$ cat src/rtl/alu_dispatch_pkg.sv
// Shared ALU definitions: opcode encoding and the legality check used by issue logic.
package alu_dispatch_pkg;

  typedef enum logic [1:0] {
    ALU_OP_ADD = 2'd0,
    ALU_OP_SUB = 2'd1
  } alu_op_t;

  // Returns 1 for opcodes the on-core ALU implements.
  function automatic logic alu_op_legal(input alu_op_t op);
    return (op == ALU_OP_ADD) || (op == ALU_OP_SUB);
  endfunction

endpackage

$ cat src/rtl/alu_dispatch_fifo.sv
// In-order request buffer. Pointers carry one extra wrap bit so full and
// empty fall out of a pointer compare, and occupancy is their difference.
module alu_dispatch_fifo #(
  parameter int WIDTH = 8,
  parameter int DEPTH = 4
) (
  input  logic                       clk_i,
  input  logic                       rst_ni,
  input  logic                       push_i,
  input  logic                       pop_i,
  input  logic                       flush_i,
  input  logic [WIDTH-1:0]           data_i,
  output logic                       full_o,
  output logic                       empty_o,
  output logic [$clog2(DEPTH+1)-1:0] count_o,
  output logic [WIDTH-1:0]           head_o
);

  localparam int AW = $clog2(DEPTH);
  localparam int PW = AW + 1;

  logic [WIDTH-1:0] mem_q [DEPTH];
  logic [PW-1:0]    wr_ptr_q, wr_ptr_d;
  logic [PW-1:0]    rd_ptr_q, rd_ptr_d;
  logic [PW-1:0]    diff;

  // Pointer update; flush wins over any push or pop in the same cycle.
  always_comb begin
    wr_ptr_d = wr_ptr_q;
    rd_ptr_d = rd_ptr_q;
    if (flush_i) begin
      wr_ptr_d = '0;
      rd_ptr_d = '0;
    end else begin
      if (push_i) wr_ptr_d = wr_ptr_q + PW'(1);
      if (pop_i)  rd_ptr_d = rd_ptr_q + PW'(1);
    end
  end

  // Pointer registers.
  always_ff @(posedge clk_i or negedge rst_ni) begin
    if (!rst_ni) begin
      wr_ptr_q <= '0;
      rd_ptr_q <= '0;
    end else begin
      wr_ptr_q <= wr_ptr_d;
      rd_ptr_q <= rd_ptr_d;
    end
  end

  // Storage; contents need no reset since the pointers gate visibility.
  always_ff @(posedge clk_i) begin
    if (push_i && !flush_i) mem_q[wr_ptr_q[AW-1:0]] <= data_i;
  end

  // Status derived purely from the pointers.
  always_comb begin
    diff    = wr_ptr_q - rd_ptr_q;
    empty_o = (wr_ptr_q == rd_ptr_q);
    full_o  = (wr_ptr_q[AW-1:0] == rd_ptr_q[AW-1:0]) && (wr_ptr_q[AW] != rd_ptr_q[AW]);
    count_o = diff;
    head_o  = mem_q[rd_ptr_q[AW-1:0]];
  end

endmodule

$ cat src/rtl/alu_dispatch.sv
// ALU issue front end: buffers requests, drives the external combinational
// ALU from the buffer head and captures results in a response register.
module alu_dispatch
  import alu_dispatch_pkg::*;
#(
  parameter int WORD_LEN = 64,
  parameter int TAG_LEN  = 4,
  parameter int DEPTH    = 4
) (
  input  logic                       clk_i,
  input  logic                       rst_ni,
  input  logic                       flush_i,
  input  logic                       req_valid_i,
  output logic                       req_ready_o,
  input  alu_op_t                    req_opc_i,
  input  logic [WORD_LEN-1:0]        req_a_i,
  input  logic [WORD_LEN-1:0]        req_b_i,
  input  logic [TAG_LEN-1:0]         req_tag_i,
  output logic [WORD_LEN-1:0]        alu_op_a_o,
  output logic [WORD_LEN-1:0]        alu_op_b_o,
  output alu_op_t                    alu_opc_o,
  input  logic [WORD_LEN-1:0]        alu_res_i,
  output logic                       rsp_valid_o,
  input  logic                       rsp_ready_i,
  output logic [WORD_LEN-1:0]        rsp_res_o,
  output logic [TAG_LEN-1:0]         rsp_tag_o,
  output logic                       rsp_err_o,
  output logic [$clog2(DEPTH+1)-1:0] count_o
);

  localparam int OPC_W   = $bits(alu_op_t);
  localparam int ENTRY_W = OPC_W + 2 * WORD_LEN + TAG_LEN;

  logic               fifo_full, fifo_empty;
  logic               push, pop;
  logic [ENTRY_W-1:0] entry_in, head;
  alu_op_t            head_opc;
  logic [WORD_LEN-1:0] head_a, head_b;
  logic [TAG_LEN-1:0] head_tag;

  logic                rsp_valid_q, rsp_valid_d;
  logic [WORD_LEN-1:0] rsp_res_q,   rsp_res_d;
  logic [TAG_LEN-1:0]  rsp_tag_q,   rsp_tag_d;
  logic                rsp_err_q,   rsp_err_d;

  // Handshake: a pop needs a free (or draining) response register.
  always_comb begin
    req_ready_o = !fifo_full;
    push        = req_valid_i && !fifo_full && !flush_i;
    pop         = !fifo_empty && (!rsp_valid_q || rsp_ready_i) && !flush_i;
    entry_in    = {req_opc_i, req_a_i, req_b_i, req_tag_i};
  end

  alu_dispatch_fifo #(
    .WIDTH (ENTRY_W),
    .DEPTH (DEPTH)
  ) u_fifo (
    .clk_i   (clk_i),
    .rst_ni  (rst_ni),
    .push_i  (push),
    .pop_i   (pop),
    .flush_i (flush_i),
    .data_i  (entry_in),
    .full_o  (fifo_full),
    .empty_o (fifo_empty),
    .count_o (count_o),
    .head_o  (head)
  );

  // Unpack the head entry and drive the ALU; quiesce it to 0+0 when empty.
  always_comb begin
    head_tag   = head[TAG_LEN-1:0];
    head_b     = head[TAG_LEN +: WORD_LEN];
    head_a     = head[TAG_LEN+WORD_LEN +: WORD_LEN];
    head_opc   = alu_op_t'(head[ENTRY_W-1 -: OPC_W]);
    alu_op_a_o = '0;
    alu_op_b_o = '0;
    alu_opc_o  = ALU_OP_ADD;
    if (!fifo_empty) begin
      alu_op_a_o = head_a;
      alu_op_b_o = head_b;
      alu_opc_o  = head_opc;
    end
  end

  // Response register next state: flush clears, pop loads, accepted response drains.
  always_comb begin
    rsp_valid_d = rsp_valid_q;
    rsp_res_d   = rsp_res_q;
    rsp_tag_d   = rsp_tag_q;
    rsp_err_d   = rsp_err_q;
    if (flush_i) begin
      rsp_valid_d = 1'b0;
    end else if (pop) begin
      rsp_valid_d = 1'b1;
      rsp_tag_d   = head_tag;
      rsp_err_d   = !alu_op_legal(head_opc);
      rsp_res_d   = alu_op_legal(head_opc) ? alu_res_i : '0;
    end else if (rsp_valid_q && rsp_ready_i) begin
      rsp_valid_d = 1'b0;
    end
  end

  // Response register.
  always_ff @(posedge clk_i or negedge rst_ni) begin
    if (!rst_ni) begin
      rsp_valid_q <= 1'b0;
      rsp_res_q   <= '0;
      rsp_tag_q   <= '0;
      rsp_err_q   <= 1'b0;
    end else begin
      rsp_valid_q <= rsp_valid_d;
      rsp_res_q   <= rsp_res_d;
      rsp_tag_q   <= rsp_tag_d;
      rsp_err_q   <= rsp_err_d;
    end
  end

  // Output ports.
  always_comb begin
    rsp_valid_o = rsp_valid_q;
    rsp_res_o   = rsp_res_q;
    rsp_tag_o   = rsp_tag_q;
    rsp_err_o   = rsp_err_q;
  end

endmodule

$ cat config.mk
export PLATFORM = sky130hd
export DESIGN_NAME = alu_dispatch
export DESIGN_NICKNAME = d
export VERILOG_FILES = /design/src/rtl/alu_dispatch_pkg.sv /design/src/rtl/alu_dispatch_fifo.sv /design/src/rtl/alu_dispatch.sv
export SDC_FILE = /design/constraint.sdc
export NUM_CORES = 1
export LEC_CHECK = 0
export ABC_AREA = 1
export CAP_MARGIN = 30
export CELL_PAD_IN_SITES_DETAIL_PLACEMENT = 2
export CELL_PAD_IN_SITES_GLOBAL_PLACEMENT = 2
export CORE_ASPECT_RATIO = 1.25
export CORE_MARGIN = 2
export CORE_UTILIZATION = 38
export CTS_CLUSTER_SIZE = 20
export DETAILED_ROUTE_END_ITERATION = 12
export HOLD_SLACK_MARGIN = 0.08
export PLACE_DENSITY = 0.87
export SYNTH_ARGS = -nofsm -noshare
export SYNTH_HDL_FRONTEND = slang
export SYNTH_SLANG_ARGS = --single-unit
$ cat constraint.sdc
create_clock -name clk_i -period 14.1 [get_ports clk_i]
set_input_delay 1.41 -clock clk_i [delete_from_list [all_inputs] [get_ports clk_i]]
set_output_delay 1.41 -clock clk_i [all_outputs]
set_load 0.005 [all_outputs]
-- Yosys cells after proc, flatten, opt, wreduce, memory -nomap -nowiden
Memories as Yosys holds them, arrays and structs flattened.
Index checks and enable logic that the tools add are counted.
- bits in registers: 76
- RAM bits: 536
- input bits: 203
- output and inout port bits: 204
- memories kept: 1
- add/sub/neg operators: 3
- equal/unequal tests: 4
- mux-type cells: 13
- bitwise gates (word level): 1
- reduce and logical (&&, ||, !) cells: 19
- memories (memory ; words ; bits a word ; read ports ; clocked after Yosys merged registers in ; wr ports ; RTL line ; RTL):
    u_fifo.mem_q ; 4 ; 134 ; 1 ; 0 ; 1 ; alu_dispatch_fifo.sv:22 ; logic [WIDTH-1:0] mem_q [DEPTH];
- operators by type and width (operator ; count):
    $mux 64 ; 3
    $mux 3 ; 4
    $logic_and 1x1->1 ; 7
    $add 3x1->3 const B ; 2
    $logic_not 1->1 ; 5
    $mux 1 ; 5
    $reduce_bool 2->1 ; 2
    $eq 3x3->1 ; 1
    $reduce_bool 3->1 ; 1
    $sub 3x3->3 ; 1
    $eq 2x1->1 const B ; 1
    $eq 2x2->1 ; 1
    $logic_not 2->1 ; 1
    $logic_or 1x1->1 ; 2
    $mux 2 ; 1
    $reduce_and 2->1 ; 1
    $ne 1x1->1 ; 1
    $not 1->1 ; 1

-- Logic depth before layout (Yosys ltp)
- depth after elaboration: 8
- mapped depth: 12
- gate-level depth less buffers: 9

-- By module
From an unflattened synthesis, not the netlist that was laid out.
- cells, all modules: 2877
- area, all modules: 27338.7 um^2
- modules (own cells, without submodules) (module ; instances ; cells an instance ; area each (um^2)):
    alu_dispatch_fifo ; 1 ; 2160 ; 23010.8
    alu_dispatch ; 1 ; 717 ; 4327.9

-- Worst setup path before layout
OpenSTA, ideal clock, no wires.
- path kind: input-to-reg
- start point: in flush_i
- end point: mem u_fifo.mem_q[0][0] (netlist bit) (enable)
- setup time: 0.630 ns
- data arrival time: 7.228 ns
- setup slack: 6.242 ns
- cell stages on the path: 3
- buffers on the path: 0
- cell sequence: inv_1 nand3_1 nor2_1
- cells in the longest elaborated chain, start to end: 5
- RTL lines (what ; RTL line ; RTL):
    start, declared ; alu_dispatch.sv:12 ; input logic flush_i,
    $logic_not 1->1 * ; alu_dispatch_fifo.sv:53, alu_dispatch.sv:49 ;
    $logic_and 1x1->1 ; alu_dispatch.sv:49 ; push = req_valid_i && !fifo_full && !flush_i;
    $logic_and 1x1->1 * ; alu_dispatch_fifo.sv:53 ; if (push_i && !flush_i) mem_q[wr_ptr_q[AW-1:0]] <= data_i;
    $mux 1 * ; alu_dispatch_fifo.sv:53 ;
    $mux 1 (not written as such) * ; alu_dispatch_fifo.sv:53 ;
    end, declared ; alu_dispatch_fifo.sv:22 ;
Every way passes the cells marked *; elsewhere a longest branch is shown, timed or not.

-- Final worst setup path
- start point: reg u_fifo.rd_ptr_q[0]
- end point: out alu_op_a_o[4]
- cells in the longest elaborated chain, start to end: 2
- elaborated cells on any way between the ends: 3
- classes of those cells: 1 x eq/ne; 1 x mux; 1 x memory
- RTL lines (what ; RTL line ; RTL):
    start, declared ; alu_dispatch_fifo.sv:24 ; logic [PW-1:0] rd_ptr_q, rd_ptr_d;
    start signal, assigned ; alu_dispatch_fifo.sv:47 ; rd_ptr_q <= rd_ptr_d;
    $mem_v2 4x134 or $eq 3x3->1 (tied branches) ; - ;
    $mux 64 * ; alu_dispatch.sv:79 ; if (!fifo_empty) begin
    end, declared ; alu_dispatch.sv:19 ; output logic [WORD_LEN-1:0] alu_op_a_o,
Marks and branches as above.

==> qor.txt <==
status -> finished, final reports clean
post-layout util -> 0.494
leak pwr -> 0.0114 µW
Max Cap Violations -> 0
Yosys cell types -> 24
Clock Tree Root -> clkbuf_16
cells after synthesis -> 2,079
Crit Path Class -> reg2out
Power, Total -> 6140 µW
fin crit period -> 5830 ps
drt wl/cell -> 25.5 µm
P_sw -> 2110 µW
Synth top area share -> 0.660
Synth Net Count -> 2,290
Commonest cells post-synth -> 601 x nor2_1, 536 x edfxtp_1, 228 x nand2_1
Fin Hold WS -> 485 ps
first-pass GRT wire length -> 127,000 µm
Hold Violations, Final -> 0
Placeable Area -> 63,300 µm²
clock share of power -> 0.271
PwrDens -> 196 nW/µm²
CTS tree -> built
Final WS setup -> 8270 ps
layout cells sized above 1 -> 0.0532
most frequent cell after synthesis -> nor2_1
post-synthesis sequential area ratio -> 0.738
worst-margin pin slew -> 1010 ps
Comb pwr share -> 0.364
Total Neg Setup Slack -> 0 ps
clock sink count -> 612
Syn-to-layout area delta -> 28.2%
Most used DFF post-synth -> edfxtp_1
final-stage net count -> 2,668
pre-CTS setup slack -> 8710 ps
Routability Congestion -> 0.763
vias per std cell -> 5.22
TritonCTS Buffers -> 66
Post-CTS Resized -> 0
gr usage total -> 0.256
hold buffers post-CTS -> 0
largest net degree at the start of global routing -> 99
post-route ant nets -> 0
mean post-synth cell area -> 11.7 µm²
PortBufs -> 406
Warnings, synthesis -> 0
Starting Density -> 0.385
CTS max path bufs -> 3
crit-path max cell delay -> 880 ps
FF+latch count, synth -> 612
clk_skew -> 12.9 ps
DRC -> 0
peak supply drop -> 0.164 mV
Die ar. -> 66,200 µm²
power share of the sequential group -> 0.364
final setup fails -> 0
CP max FO -> 71
CP max-delay cell -> dfrtp_4
initial antenna violation count -> 21
Max-slew headroom -> 0.325
Crit path required time -> 12,690 ps
first-pass detailed-route iteration total -> 5
post-synthesis cell area -> 24,400 µm²
row cnt -> 103
die span in x -> 231 µm
Synth async-reset ratio -> 0.124
DP Wirelength -> 54,600 µm
switching share of total power -> 0.343
CTS clk-pin slew, worst paths -> 60 ps
vias post-DR -> 17,500
H-Tree Depth -> 3
Area contributors post-synth -> edfxtp_1 66%, nor2_1 9.2%, dfrtp_1 7.8%
initial DRC count -> 975
CP cell instances -> buf_4 > buf_4 > nor2_1 > nor2_1 > o21ai_1 > a21oi_1 > clkdlybuf4s50_1
drt total wl -> 85,600 µm
Slew Limit Fails -> 0
post-synth top area cell -> edfxtp_1
postcts setup bufs -> 0
crit start category -> flop
IO Pins -> 407
Worst EP arrival -> 4420 ps
total grt overflow -> 0
clk_lat worst skew -> 610 ps
hold crit path type -> reg2reg
achievable frequency -> 0.171 GHz
RSZ-0062 raised after global routing -> false
die height -> 287 µm
fill cell count -> 6,235
internal power -> 4030 µW
CP Capture Type -> primary output
vias in the first global route -> 19,900
Post-synth EDFFs -> 536
period utilisation layout -> 0.414
stage by stage:
stage	std cells	area, µm²
after CTS	3340	31200
after detailed placement	3227	29200
after floorplan	2079	24400
after global routing	3354	31300
after global placement	3221	29000
final	3356	31300
routing by layer:
layer,track usage,share of wire,vias up
met5,0,0.0013,-
met4,0.101,0.033,18
met3,0.0559,0.060,174
met2,0.464,0.53,517
met1,0.293,0.38,8960
li1,-,-,7839
critical path, delay by kind of cell (launching register included):
family	cells	cell delay [ps]
AOI/OAI and AO/OA	2	470
buffers and inverters	3	2060
DFF	1	880
and+or+nand+nor	2	340
cells in the final DEF, fill, tap and decap left out, drive strengths merged:
cell type      instances
edfxtp               536
dfrtp                 76
o21ai                268
bufinv                 3
clkdlybuf4s50        405
buf                   28
nand3                 12
nand2                235
diode                 14
fa                     1
clkinvlp               1
clkbuf                85
a21oi                129
ha                     7
inv                   89
nor2                 602
clkinv                18
nand4                  4
xor2                   3
sequential cells by signal, summed over array words and instances (netlist names):
| signal | count |
|---|---|
| u_fifo.wr_ptr_q | 3 |
| rsp_res_o | 64 |
| rsp_err_o | 1 |
| u_fifo.rd_ptr_q | 3 |
| rsp_valid_o | 1 |
| rsp_tag_o | 4 |
| u_fifo.mem_q | 536 |
logic make-up (layout without fill, tap and decap cells):
group	count (synthesis)	count (layout)	synth area share
AO/OA/AOI/OAI	397	397	0.0815
XOR/XNOR	3	3	0.00108
adder cells (fa/ha/maj)	8	8	0.00441
buffers and inverters	206	629	0.0405
flip-flops	612	612	0.738
other	0	14	0
AND/OR/NAND/NOR	853	853	0.135
final timing paths:
kind	cells after the start	start	endpoint	slack, ps
worst max register to register	10	u_fifo.rd_ptr_q[1]$_DFFE_PN0P_	u_fifo.mem_q[1][84]$_DFFE_PP_	9870
min in group asynchronous	1	rst_ni	rsp_res_o[28]$_DFFE_PN0P_	700
worst max-delay path	7	u_fifo.rd_ptr_q[0]$_DFFE_PN0P_	alu_op_a_o[4]	8270
worst min register to register	2	rsp_res_o[5]$_DFFE_PN0P_	rsp_res_o[5]$_DFFE_PN0P_	490
worst min-delay path	2	rsp_res_o[5]$_DFFE_PN0P_	rsp_res_o[5]$_DFFE_PN0P_	490
max in group asynchronous	2	rst_ni	u_fifo.rd_ptr_q[1]$_DFFE_PN0P_	12780
cell type report:
class / count / area (µm²) / share of cell area
multi-input cells: 1261 / 5440 / 0.174
inverters: 83 / 324 / 0.0104
repair buffers: 433 / 4420 / 0.141
diodes: 14 / 35.0 / 0.00112
clock buffers: 85 / 1760 / 0.0564
flip-flops and latches: 612 / 18000 / 0.576
well taps: 840 / 1050 / 0.0336
clock inverters: 28 / 236 / 0.00756
power by group through the flow:
| stage | combinational [µW] | clock, µW | sequential (µW) |
|---|---|---|---|
| 2_1_floorplan | 1020 | 0 | 2250 |
| 3_3_place_gp | 2090 | 0 | 2250 |
| 3_5_place_dp | 2220 | 0 | 2270 |
| 4_1_cts | 2270 | 1700 | 2240 |
| 5_1_grt | 2430 | 1760 | 2250 |
| 6_report | 2240 | 1670 | 2240 |
No activity file was read; power rests on OpenSTA's default activity.
